## config.mk

```make
export PLATFORM = sky130hd
export DESIGN_NAME = mem_access_unit
export DESIGN_NICKNAME = d
export VERILOG_FILES = /design/src/rtl/mem_access_unit_pkg.sv /design/src/rtl/mem_access_unit_load_align.sv /design/src/rtl/mem_access_unit.sv
export SDC_FILE = /design/constraint.sdc
export NUM_CORES = 1
export LEC_CHECK = 0
export ABC_AREA = 1
export CAP_MARGIN = 20
export CORE_UTILIZATION = 44
export CTS_CLUSTER_SIZE = 25
export DETAILED_ROUTE_END_ITERATION = 12
export PLACE_DENSITY_LB_ADDON = 0.1
export SLEW_MARGIN = 10
export SYNTH_ARGS = -nofsm -noshare
export SYNTH_HDL_FRONTEND = slang
export SYNTH_SLANG_ARGS = --single-unit
```

## constraint.sdc

```tcl
create_clock -name clk -period 3.88 [get_ports clk]
set_input_delay 0.388 -clock clk [delete_from_list [all_inputs] [get_ports clk]]
set_output_delay 0.388 -clock clk [all_outputs]
set_load 0.05 [all_outputs]
```

## src/rtl/mem_access_unit_pkg.sv

```systemverilog
`timescale 1ns/1ps
`default_nettype none
// +-----------------------------------------------------------------------+
// | Module  : mem_access_unit_pkg                                         |
// | Brief   : Bus widths, FSM state encoding, access-size masks and the   |
// |           request context record shared by the memory access unit.    |
// | Rev     : 1.0  initial release                                        |
// +-----------------------------------------------------------------------+
package mem_access_unit_pkg;

  // Bus widths
  localparam int DATA_BUS_W     = 32;
  localparam int ADDR_BUS_W     = 32;
  localparam int MEM_SEL_BUS_W  = 4;
  localparam int REG_ADDR_BUS_W = 5;

  // FSM state encoding
  localparam logic [1:0] ST_IDLE   = 2'd0;
  localparam logic [1:0] ST_ACCESS = 2'd1;
  localparam logic [1:0] ST_DONE   = 2'd2;

  // Size selector codes as presented on mem_sel_in
  localparam logic [3:0] SEL_BYTE = 4'b0001;
  localparam logic [3:0] SEL_HALF = 4'b0011;
  localparam logic [3:0] SEL_WORD = 4'b1111;

  // Internal compact size code
  localparam logic [1:0] SZ_BYTE = 2'd0;
  localparam logic [1:0] SZ_HALF = 2'd1;
  localparam logic [1:0] SZ_WORD = 2'd2;

  // Everything about the in-flight access that DONE still needs
  typedef struct packed {
    logic       is_write;
    logic       sign;
    logic [1:0] size;
    logic [1:0] offset;
  } req_ctx_t;

  // Unknown selector codes fall back to a full word
  function automatic logic [1:0] decode_size(input logic [3:0] sel);
    case (sel)
      SEL_BYTE: return SZ_BYTE;
      SEL_HALF: return SZ_HALF;
      default:  return SZ_WORD;
    endcase
  endfunction

  function automatic logic [3:0] size_mask(input logic [1:0] size);
    case (size)
      SZ_BYTE: return SEL_BYTE;
      SZ_HALF: return SEL_HALF;
      default: return SEL_WORD;
    endcase
  endfunction

endpackage
`default_nettype wire

```

## src/rtl/mem_access_unit_load_align.sv

```systemverilog
`timescale 1ns/1ps
`default_nettype none
// +-----------------------------------------------------------------------+
// | Module  : load_align                                                  |
// | Brief   : Combinational load data alignment: shifts the captured RAM  |
// |           word down to the addressed byte lane, then zero- or sign-   |
// |           extends byte/halfword loads.                                |
// | Rev     : 1.0  initial release                                        |
// +-----------------------------------------------------------------------+
module load_align
  import mem_access_unit_pkg::*;
(
  input  logic [DATA_BUS_W-1:0] i_raw,
  input  logic [1:0]            i_offset,
  input  logic [1:0]            i_size,
  input  logic                  i_sign,
  output logic [DATA_BUS_W-1:0] o_data
);

  logic [DATA_BUS_W-1:0] w_shifted;

  // Lane shift followed by width-dependent extension
  always_comb begin
    w_shifted = i_raw >> {i_offset, 3'b000};
    case (i_size)
      SZ_BYTE: o_data = {{24{i_sign & w_shifted[7]}},  w_shifted[7:0]};
      SZ_HALF: o_data = {{16{i_sign & w_shifted[15]}}, w_shifted[15:0]};
      default: o_data = w_shifted;
    endcase
  end

endmodule
`default_nettype wire

```

## src/rtl/mem_access_unit.sv

```systemverilog
`timescale 1ns/1ps
`default_nettype none
// +-----------------------------------------------------------------------+
// | Module  : mem_access_unit                                             |
// | Brief   : MEM pipeline stage. Passes ALU results through, or runs a   |
// |           single data-RAM transaction (IDLE -> ACCESS -> DONE) while  |
// |           stalling the earlier stages.                                |
// | Config  : `define MEM_MISALIGN_CHECK_EN adds misalign_exc and drops   |
// |           misaligned halfword/word accesses instead of issuing them.  |
// | Rev     : 1.0  initial release                                        |
// +-----------------------------------------------------------------------+
module mem_access_unit
  import mem_access_unit_pkg::*;
(
  input  logic                      clk,
  input  logic                      rst,
  // From EX/MEM
  input  logic                      mem_read_flag_in,
  input  logic                      mem_write_flag_in,
  input  logic                      mem_sign_flag_in,
  input  logic [MEM_SEL_BUS_W-1:0]  mem_sel_in,
  input  logic [DATA_BUS_W-1:0]     mem_write_data_in,
  input  logic [DATA_BUS_W-1:0]     result_in,
  input  logic                      reg_write_en_in,
  input  logic [REG_ADDR_BUS_W-1:0] reg_write_addr_in,
  input  logic [ADDR_BUS_W-1:0]     current_pc_addr_in,
  // To MEM/WB
  output logic [DATA_BUS_W-1:0]     result_out,
  output logic                      reg_write_en_out,
  output logic [REG_ADDR_BUS_W-1:0] reg_write_addr_out,
  output logic [ADDR_BUS_W-1:0]     current_pc_addr_out,
  // Data RAM
  output logic                      ram_en,
  output logic                      ram_write_en,
  output logic [ADDR_BUS_W-1:0]     ram_addr,
  output logic [MEM_SEL_BUS_W-1:0]  ram_sel,
  output logic [DATA_BUS_W-1:0]     ram_write_data,
  input  logic [DATA_BUS_W-1:0]     ram_read_data,
  input  logic                      ram_ready,
`ifdef MEM_MISALIGN_CHECK_EN
  output logic                      misalign_exc,
`endif
  output logic                      stall_request
);

  logic [1:0]            r_state;
  logic [1:0]            w_next_state;
  logic                  r_ram_en;
  logic                  r_ram_we;
  logic [ADDR_BUS_W-1:0] r_ram_addr;
  logic [3:0]            r_ram_sel;
  logic [DATA_BUS_W-1:0] r_ram_wdata;
  logic [DATA_BUS_W-1:0] r_load;
  req_ctx_t              r_ctx;

  logic                  w_mem_op;
  logic [1:0]            w_size;
  logic [3:0]            w_mask;
  logic                  w_misalign;
  logic                  w_start;
  logic [DATA_BUS_W-1:0] w_load_data;

  assign w_mem_op = mem_read_flag_in | mem_write_flag_in;
  assign w_size   = decode_size(mem_sel_in);
  assign w_mask   = size_mask(w_size);

`ifdef MEM_MISALIGN_CHECK_EN
  assign w_misalign = w_mem_op &&
                      (((w_size == SZ_HALF) && result_in[0]) ||
                       ((w_size == SZ_WORD) && (result_in[1:0] != 2'b00)));
  assign misalign_exc = (r_state == ST_IDLE) && w_misalign;
`else
  // Misaligned accesses are issued anyway; the shifted strobes simply
  // lose the lanes that fall off the top of the word.
  assign w_misalign = 1'b0;
`endif

  assign w_start = (r_state == ST_IDLE) && w_mem_op && !w_misalign;

  // State register
  always_ff @(posedge clk) begin
    if (rst) r_state <= ST_IDLE;
    else     r_state <= w_next_state;
  end

  // Next-state: one request per IDLE visit, DONE always returns to IDLE
  always_comb begin
    w_next_state = r_state;
    case (r_state)
      ST_IDLE:   if (w_start)   w_next_state = ST_ACCESS;
      ST_ACCESS: if (ram_ready) w_next_state = ST_DONE;
      ST_DONE:                  w_next_state = ST_IDLE;
      default:                  w_next_state = ST_IDLE;
    endcase
  end

  // RAM request registers: loaded on entry to ACCESS, enables dropped on ready
  always_ff @(posedge clk) begin
    if (rst) begin
      r_ram_en    <= 1'b0;
      r_ram_we    <= 1'b0;
      r_ram_addr  <= '0;
      r_ram_sel   <= '0;
      r_ram_wdata <= '0;
      r_load      <= '0;
      r_ctx       <= '0;
    end else begin
      case (r_state)
        ST_IDLE: begin
          if (w_start) begin
            r_ram_en    <= 1'b1;
            r_ram_we    <= mem_write_flag_in;
            r_ram_addr  <= {result_in[31:2], 2'b00};
            r_ram_sel   <= w_mask << result_in[1:0];
            r_ram_wdata <= mem_write_data_in << {result_in[1:0], 3'b000};
            r_ctx       <= '{is_write: mem_write_flag_in,
                             sign:     mem_sign_flag_in,
                             size:     w_size,
                             offset:   result_in[1:0]};
          end
        end
        ST_ACCESS: begin
          if (ram_ready) begin
            r_load   <= ram_read_data;
            r_ram_en <= 1'b0;
            r_ram_we <= 1'b0;
          end
        end
        default: ;
      endcase
    end
  end

  load_align u_load_align (
    .i_raw    (r_load),
    .i_offset (r_ctx.offset),
    .i_size   (r_ctx.size),
    .i_sign   (r_ctx.sign),
    .o_data   (w_load_data)
  );

  // Stage outputs: pass-through by default, held off while an access runs
  always_comb begin
    stall_request    = 1'b0;
    reg_write_en_out = reg_write_en_in;
    result_out       = result_in;
    case (r_state)
      ST_IDLE: begin
        if (w_mem_op) begin
          reg_write_en_out = 1'b0;
          stall_request    = !w_misalign;
        end
      end
      ST_ACCESS: begin
        reg_write_en_out = 1'b0;
        stall_request    = 1'b1;
      end
      ST_DONE: begin
        if (!r_ctx.is_write) result_out = w_load_data;
      end
      default: ;
    endcase
  end

  assign reg_write_addr_out  = reg_write_addr_in;
  assign current_pc_addr_out = current_pc_addr_in;
  assign ram_en              = r_ram_en;
  assign ram_write_en        = r_ram_we;
  assign ram_addr            = r_ram_addr;
  assign ram_sel             = r_ram_sel;
  assign ram_write_data      = r_ram_wdata;

endmodule
`default_nettype wire

```

==> flow_metrics.tcl, run 1 <==
set metrics [dict create \
    worstPathArrival_ns 2.96 \
    fin_util_pct 61.5 \
    avgSynthCellArea_um2 6.68 \
    htree_levels 3 \
    slew_viol_final 0 \
    hold_viol_final 0 \
    power.static_leakage_nw 3.15 \
    cellPowerDensity_mw_per_mm2 417 \
    finalCritPeriodShare_pct 86.2 \
    power_mw 3.25 \
    drtAntennaViolNets 0 \
    clk-insertion-delay-late_ns 0.35 \
    dieArea_mm2 0.0135 \
    synth_edf_count 0 \
    hpwlAfterDp_mm 12.8 \
    die_x_um 116 \
    drt-met1-wl_mm 7.46 \
    fin_skew_ns 0.00448 \
    clkTransAtPathRegs_ns 0.07 \
    cts_buffers 9 \
    synth-simple-area-share_pct 25.3 \
    wl_per_cell_um 14.9 \
    grt_usage_pct 25.7 \
    rsz0062_at_grt "false" \
    rows 41 \
    fmax_mhz 299 \
    cts_tree "done" \
    io_pins 285 \
    finalSetupViolations 0 \
    synth_xor_area_share_pct 0 \
    path_class "flip-flop to output port" \
    synth_top_area_share_pct 37.6 \
    hp-class "flip-flop to flip-flop" \
    synth_top_area_cell "dfxtp_1" \
    required_ns 3.49 \
    yosys_register_bits 108 \
    tns_ns 0 \
    core_area_mm2 0.0127 \
    synth_warnings 0 \
    syn2layout_area_growth_pct 35.5 \
    synthCells 861 \
    grt_pass1_vias 5192 \
    synthAdderAreaFrac_pct 0 \
    start_util_pct 45.4 \
    port-buffer-count 208 \
    cts_setup_buffers 0 \
    max_slew_margin_pct 41.0 \
    path_cells "inv_2 -> nand3_1 -> nand3_2 -> nand2_1 -> inv_2 -> nand2_1 -> nand2_1 -> inv_1 -> clkdlybuf4s50_1" \
    ctsHoldBuffers 0 \
    grt_overflow 0 \
    gp_congestion 0.946 \
    fp.dieH_um 116 \
    synth_compound_area_share_pct 21.2 \
    slowest_delay_ns 0.79 \
    synth_commonest_cells "nand2_1 (186), o21ai_0 (118), dfxtp_1 (108)" \
    synth_most_common_cell "nand2_1" \
    cp-end-kind "output port" \
    drive_above_1_share_pct 6.22 \
    vias_per_cell 4.92 \
    crit_fanout 18 \
    wl_met2_mm 7.98 \
    nNetsFinal 1137 \
    drt_iter0_drc 394 \
    maxCapViolations 0 \
    tightest_slew_ns 0.882 \
    grt_max_degree 71 \
    synthFlopType "dfxtp_1" \
    postSynth.asyncResetShare_pct 0 \
    ir_worst_vdd_uv 304 \
    status "complete, no violations" \
    grt_pass1_wl_mm 26.5 \
    antenna_found_initial 0 \
    synth_cell_type_count 30 \
    dr.max_layer_used "met4" \
    dr.pass1.iters 5 \
    synth_area_leaders "dfxtp_1 (38%), nand2_1 (12%), o21ai_0 (10%), a21oi_1 (7.6%), buf_4 (5.7%)" \
    syn_area_mm2 0.00575 \
    wl_met3_mm 1.43 \
    drt_wl_total_mm 17.4 \
    dr_total_vias 5746 \
    drc 0 \
    cts_sinks 108 \
    path_common_cell "nand2_1" \
    cts_resized 0 \
    muxShareOfSynthArea_pct 0.174 \
    crit_path_top_delay_cell "clkdlybuf4s50_1" \
    n_antenna_cell 0 \
    cts_max_path_buffers 2 \
    startpoint_type "flip-flop" \
    synth_top_family_by_area "simple AND/OR/NAND/NOR gates" \
    yosysSeqAreaShare_pct 37.6 \
    cts-root-buf "clkbuf_16" \
    min_period_ns 3.34 \
]
layout by cell type, fill, tap and decap left out:
| cell type | synthesis | routed |
|---|---|---|
| a21boi_1 | 1 | 1 |
| clkdlybuf4s50_1 | 0 | 207 |
| dfxtp_1 | 108 | 108 |
| or2_2 | 24 | 24 |
| a31oi_1 | 5 | 5 |
| mux2i_1 | 1 | 1 |
| o21ai_0 | 118 | 118 |
| bufinv_16 | 0 | 1 |
| buf_2 | 23 | 1 |
| inv_1 | 77 | 77 |
| nand3_2 | 2 | 2 |
| nand2_1 | 186 | 186 |
| a211oi_2 | 1 | 1 |
| o21a_1 | 4 | 4 |
| nand3_1 | 31 | 31 |
| conb_1 | 1 | 2 |
| clkinv_2 | 0 | 1 |
| nor2_4 | 4 | 4 |
| nor3_1 | 2 | 2 |
| nor2_2 | 2 | 2 |
| clkbuf_8 | 0 | 2 |
| o21ai_1 | 2 | 2 |
| nand2_4 | 1 | 1 |
| inv_2 | 3 | 3 |
| buf_4 | 44 | 6 |
| clkbuf_16 | 0 | 9 |
| a211oi_1 | 1 | 1 |
| o211ai_1 | 13 | 13 |
| nor2_1 | 88 | 88 |
| inv_4 | 1 | 1 |
| a21oi_1 | 87 | 87 |
| nand2_2 | 4 | 4 |
| clkbuf_1 | 20 | 1 |
stage by stage:
| stage | std cells | worst slack (ns) | hold slack [ns] | cell area, um^2 |
|---|---|---|---|---|
| CTS | 1168 | 0.520 | 0.464 | 7790 |
| global placement | 1154 | 1.01 | 0.449 | 7500 |
| floorplan | 862 | 1.30 | 0.430 | 5760 |
| global route | 1168 | 0.269 | 0.482 | 7790 |
| detailed placement | 1154 | 0.912 | 0.454 | 7500 |
| finish | 1168 | 0.536 | 0.462 | 7790 |
flip-flops by register name, indices dropped and copies added (netlist names):
register / count
r_state: 2
ram_addr: 30
ram_write_en: 1
ram_sel: 4
ram_write_data: 32
r_load: 32
ram_en: 1
r_ctx: 6
report_power, final:
group	switching, mW	leakage [nW]	internal (mW)
logic	0.682	2.12	0.371
registers	0.0524	0.890	1.20
clock network	0.414	0.145	0.529
total	1.15	3.15	2.10
area by class of cell:
type,count,area (um^2)
fillers,1304,4880
multi-input cells,579,2700
flip-flops and latches,108,2160
repair buffers,214,2120
inverters,81,307
clock buffers,12,256
well taps,172,215
clock inverters,2,35.0
layer usage:
| metal | vias to the layer above | GRT usage [%] |
|---|---|---|
| met3 | 40 | 6.69 |
| met4 | 0 | 12.0 |
| met5 | - | 0 |
| met1 | 2536 | 31.6 |
| li1 | 2982 | - |
| met2 | 188 | 41.9 |
cells by family after synthesis:
family,count (synthesis)
compound gates,232
other cells,1
buf+inv,175
flops,108
mux,1
simple gates,344
critical path: cells and delay by family, from the launching register on:
| kind | cells | cell delay [ns] |
|---|---|---|
| buffers and inverters | 4 | 1.19 |
| and+or+nand+nor | 5 | 0.77 |
| DFF | 1 | 0.63 |
final timing paths:
kind | from | end | slack, ns | cells after the start
max reg2reg | r_state[1] | ram_write_data[21] | 1.92 | 6
min reg2reg | r_load[5] | r_load[5] | 0.46 | 2
max | r_ctx[1] | result_out[13] | 0.54 | 9
min | r_load[5] | r_load[5] | 0.46 | 2
(Power assumes the default switching activity.)
==> run 2, diff against run 1 <==
--- a/config.mk
+++ b/config.mk
@@ -7,11 +7,12 @@
 export LEC_CHECK = 0
 export ABC_AREA = 1
 export CAP_MARGIN = 20
-export CORE_UTILIZATION = 44
+export CORE_UTILIZATION = 45
 export CTS_CLUSTER_SIZE = 25
 export DETAILED_ROUTE_END_ITERATION = 12
+export GPL_ROUTABILITY_DRIVEN = 1
 export PLACE_DENSITY_LB_ADDON = 0.1
-export SLEW_MARGIN = 10
 export SYNTH_ARGS = -nofsm -noshare
 export SYNTH_HDL_FRONTEND = slang
+export SYNTH_HIERARCHICAL = 1
 export SYNTH_SLANG_ARGS = --single-unit
==> run 2 against run 1 <==
Clock skew grew 0.0032 ns. Worst hold slack got worse by 0.055 ns. Maximum frequency rose by 5.2%. Critical path type unchanged.
==> flow_metrics.tcl, run 2 <==
set metrics [dict create \
    tightest_slew_ns 1.03 \
    cellPowerDensity_mw_per_mm2 398 \
    start_util_pct 46.9 \
    crit_path_top_delay_cell "clkdlybuf4s50_1" \
    io_pins 285 \
    dieArea_mm2 0.0138 \
    synth_most_common_cell "nand2_1" \
    syn2layout_area_growth_pct 33.7 \
    startpoint_type "flip-flop" \
    fin_skew_ns 0.00764 \
    required_ns 3.49 \
    postSynth.asyncResetShare_pct 0 \
    antenna_found_initial 0 \
    dr_total_vias 6398 \
    cp_num_buf_inv 2 \
    final_area_mm2 0.00801 \
    drtAntennaViolNets 0 \
    syn_area_mm2 0.00599 \
    placed_cells 1220 \
    finalCritPeriodShare_pct 81.9 \
    synth_warnings 6 \
    grt_overflow 0 \
    hpwlAfterDp_mm 13.8 \
    cts_buffers 9 \
    yosysSeqAreaShare_pct 36.1 \
    dpl_cell_area_mm2 0.00771 \
    synth_area_leaders "dfxtp_1 (36%), nand2_1 (18%), a21oi_1 (7.9%), nand3_1 (7.2%), o21ai_0 (6.8%)" \
    port-buffer-count 208 \
    cts_setup_buffers 0 \
    dr.pass1.iters 5 \
    ctsHoldBuffers 0 \
    drc 0 \
    cts_resized 0 \
    maxCapViolations 0 \
    drive_above_1_share_pct 4.79 \
    drt_wl_total_mm 19.0 \
    dp_slack_ns 1.10 \
    cts-root-buf "clkbuf_16" \
    clkTransAtPathRegs_ns 0.07 \
    rsz0062_at_grt "false" \
    tns_ns 0 \
    fp.dieH_um 117 \
    avgSynthCellArea_um2 6.40 \
    yosys_register_bits 108 \
    cts_sinks 108 \
    drt-met1-wl_mm 8.53 \
    path_cells "buf_4 -> nand2_1 -> nand2_1 -> nand3_2 -> nand3_1 -> nand2_1 -> nand2_1 -> clkdlybuf4s50_1" \
    synth_commonest_cells "nand2_1 (286), dfxtp_1 (108), a21oi_1 (94)" \
    slowest_delay_ns 0.80 \
    cts_max_path_buffers 2 \
    wl_met2_mm 8.59 \
    grt_max_degree 71 \
    cp-end-kind "output port" \
    fmax_mhz 315 \
    final_common_cell "nand2_1" \
    synthCells 935 \
    fin_util_pct 62.7 \
    power.static_leakage_nw 3.38 \
    max_slew_margin_pct 31.2 \
    core_area_mm2 0.0128 \
    rows 41 \
    finalSetupViolations 0 \
    wl_per_cell_um 15.3 \
    synth_top_area_cell "dfxtp_1" \
    drt_iter0_drc 598 \
    worst_path_dominant_cell_family "buffers and inverters" \
    gp_congestion 0.877 \
    path_common_cell "nand2_1" \
    nNetsFinal 1204 \
    die_x_um 117 \
    crit_fanout 16 \
    synthFlopType "dfxtp_1" \
    ir_worst_vdd_uv 246 \
    path_class "flip-flop to output port" \
    n_antenna_cell 0 \
    grt_pass1_vias 5756 \
    status "complete, no violations" \
    hold_viol_final 0 \
    cts_tree "done" \
    synth_top_area_share_pct 36.1 \
    grt_pass1_wl_mm 30.4 \
    wl_met3_mm 1.42 \
    min_period_ns 3.18 \
    synth_edf_count 0 \
    hp-class "input port to flip-flop" \
    vias_per_cell 5.17 \
    mostFrequentLayoutCells "nand2_1 (285), clkdlybuf4s50_1 (202), dfxtp_1 (108)" \
    htree_levels 3 \
    dr.max_layer_used "met4" \
    stdcell_count 1237 \
    grt_usage_pct 27.6 \
    layout_setup_ws_ns 0.702 \
    synth_cell_type_count 26 \
    clk-insertion-delay-late_ns 0.35 \
    slew_viol_final 0 \
    worstPathArrival_ns 2.79 \
]
==> run 2: through the flow <==
step           power, mW  hold WS [ns]
2_1_floorplan       2.07         0.440
3_3_place_gp        2.33         0.451
3_5_place_dp        2.34         0.458
4_1_cts             3.20         0.469
5_1_grt             3.34         0.419
6_report            3.19         0.407
==> run 2: layout make-up <==
class                   count  area, um^2
clock inverters             7        48.8
multi-input cells         666        2960
flip-flops and latches    108        2160
clock buffers               9         225
inverters                  53         199
fillers                  1239        4760
well taps                 172         215
repair buffers            222        2200
==> run 2: path summary, 6_finish.rpt <==
path         startpoint                 end  slack, ns  cells past startpoint
min                 rst  ram_write_data[16]       0.41                      4
max            r_ctx[1]      result_out[17]       0.70                      8
min reg2reg  ram_sel[1]          ram_sel[1]       0.47                      2
max reg2reg  r_state[0]          r_load[30]       1.90                      6
==> run 2: power by group <==
group	total, mW	switching [mW]	leakage (nW)	internal (mW)
Sequential	1.26	0.0640	0.888	1.20
Clock	0.870	0.432	0.136	0.438
Combinational	1.06	0.687	2.35	0.373
==> run 2: per-layer routing <==
layer,GRT usage [%],vias up
met5,0,-
met4,10.4,0
met3,4.86,30
met2,43.3,268
met1,37.5,2862
li1,-,3238
==> run 2: cells by family after synthesis <==
family / Yosys count / share of synthesized area [%]
buffers and inverters: 162 / 14.7
flip-flops: 108 / 36.1
AND/OR/NAND/NOR: 480 / 33.5
AO/OA/AOI/OAI: 184 / 15.6
other: 1 / 0.0626
==> run 2: worst min-delay path: stages <==
cell	delay [ns]
buf_2	0.09
inv_1	0.10
o21ai_0	0.10
a21oi_1	0.04
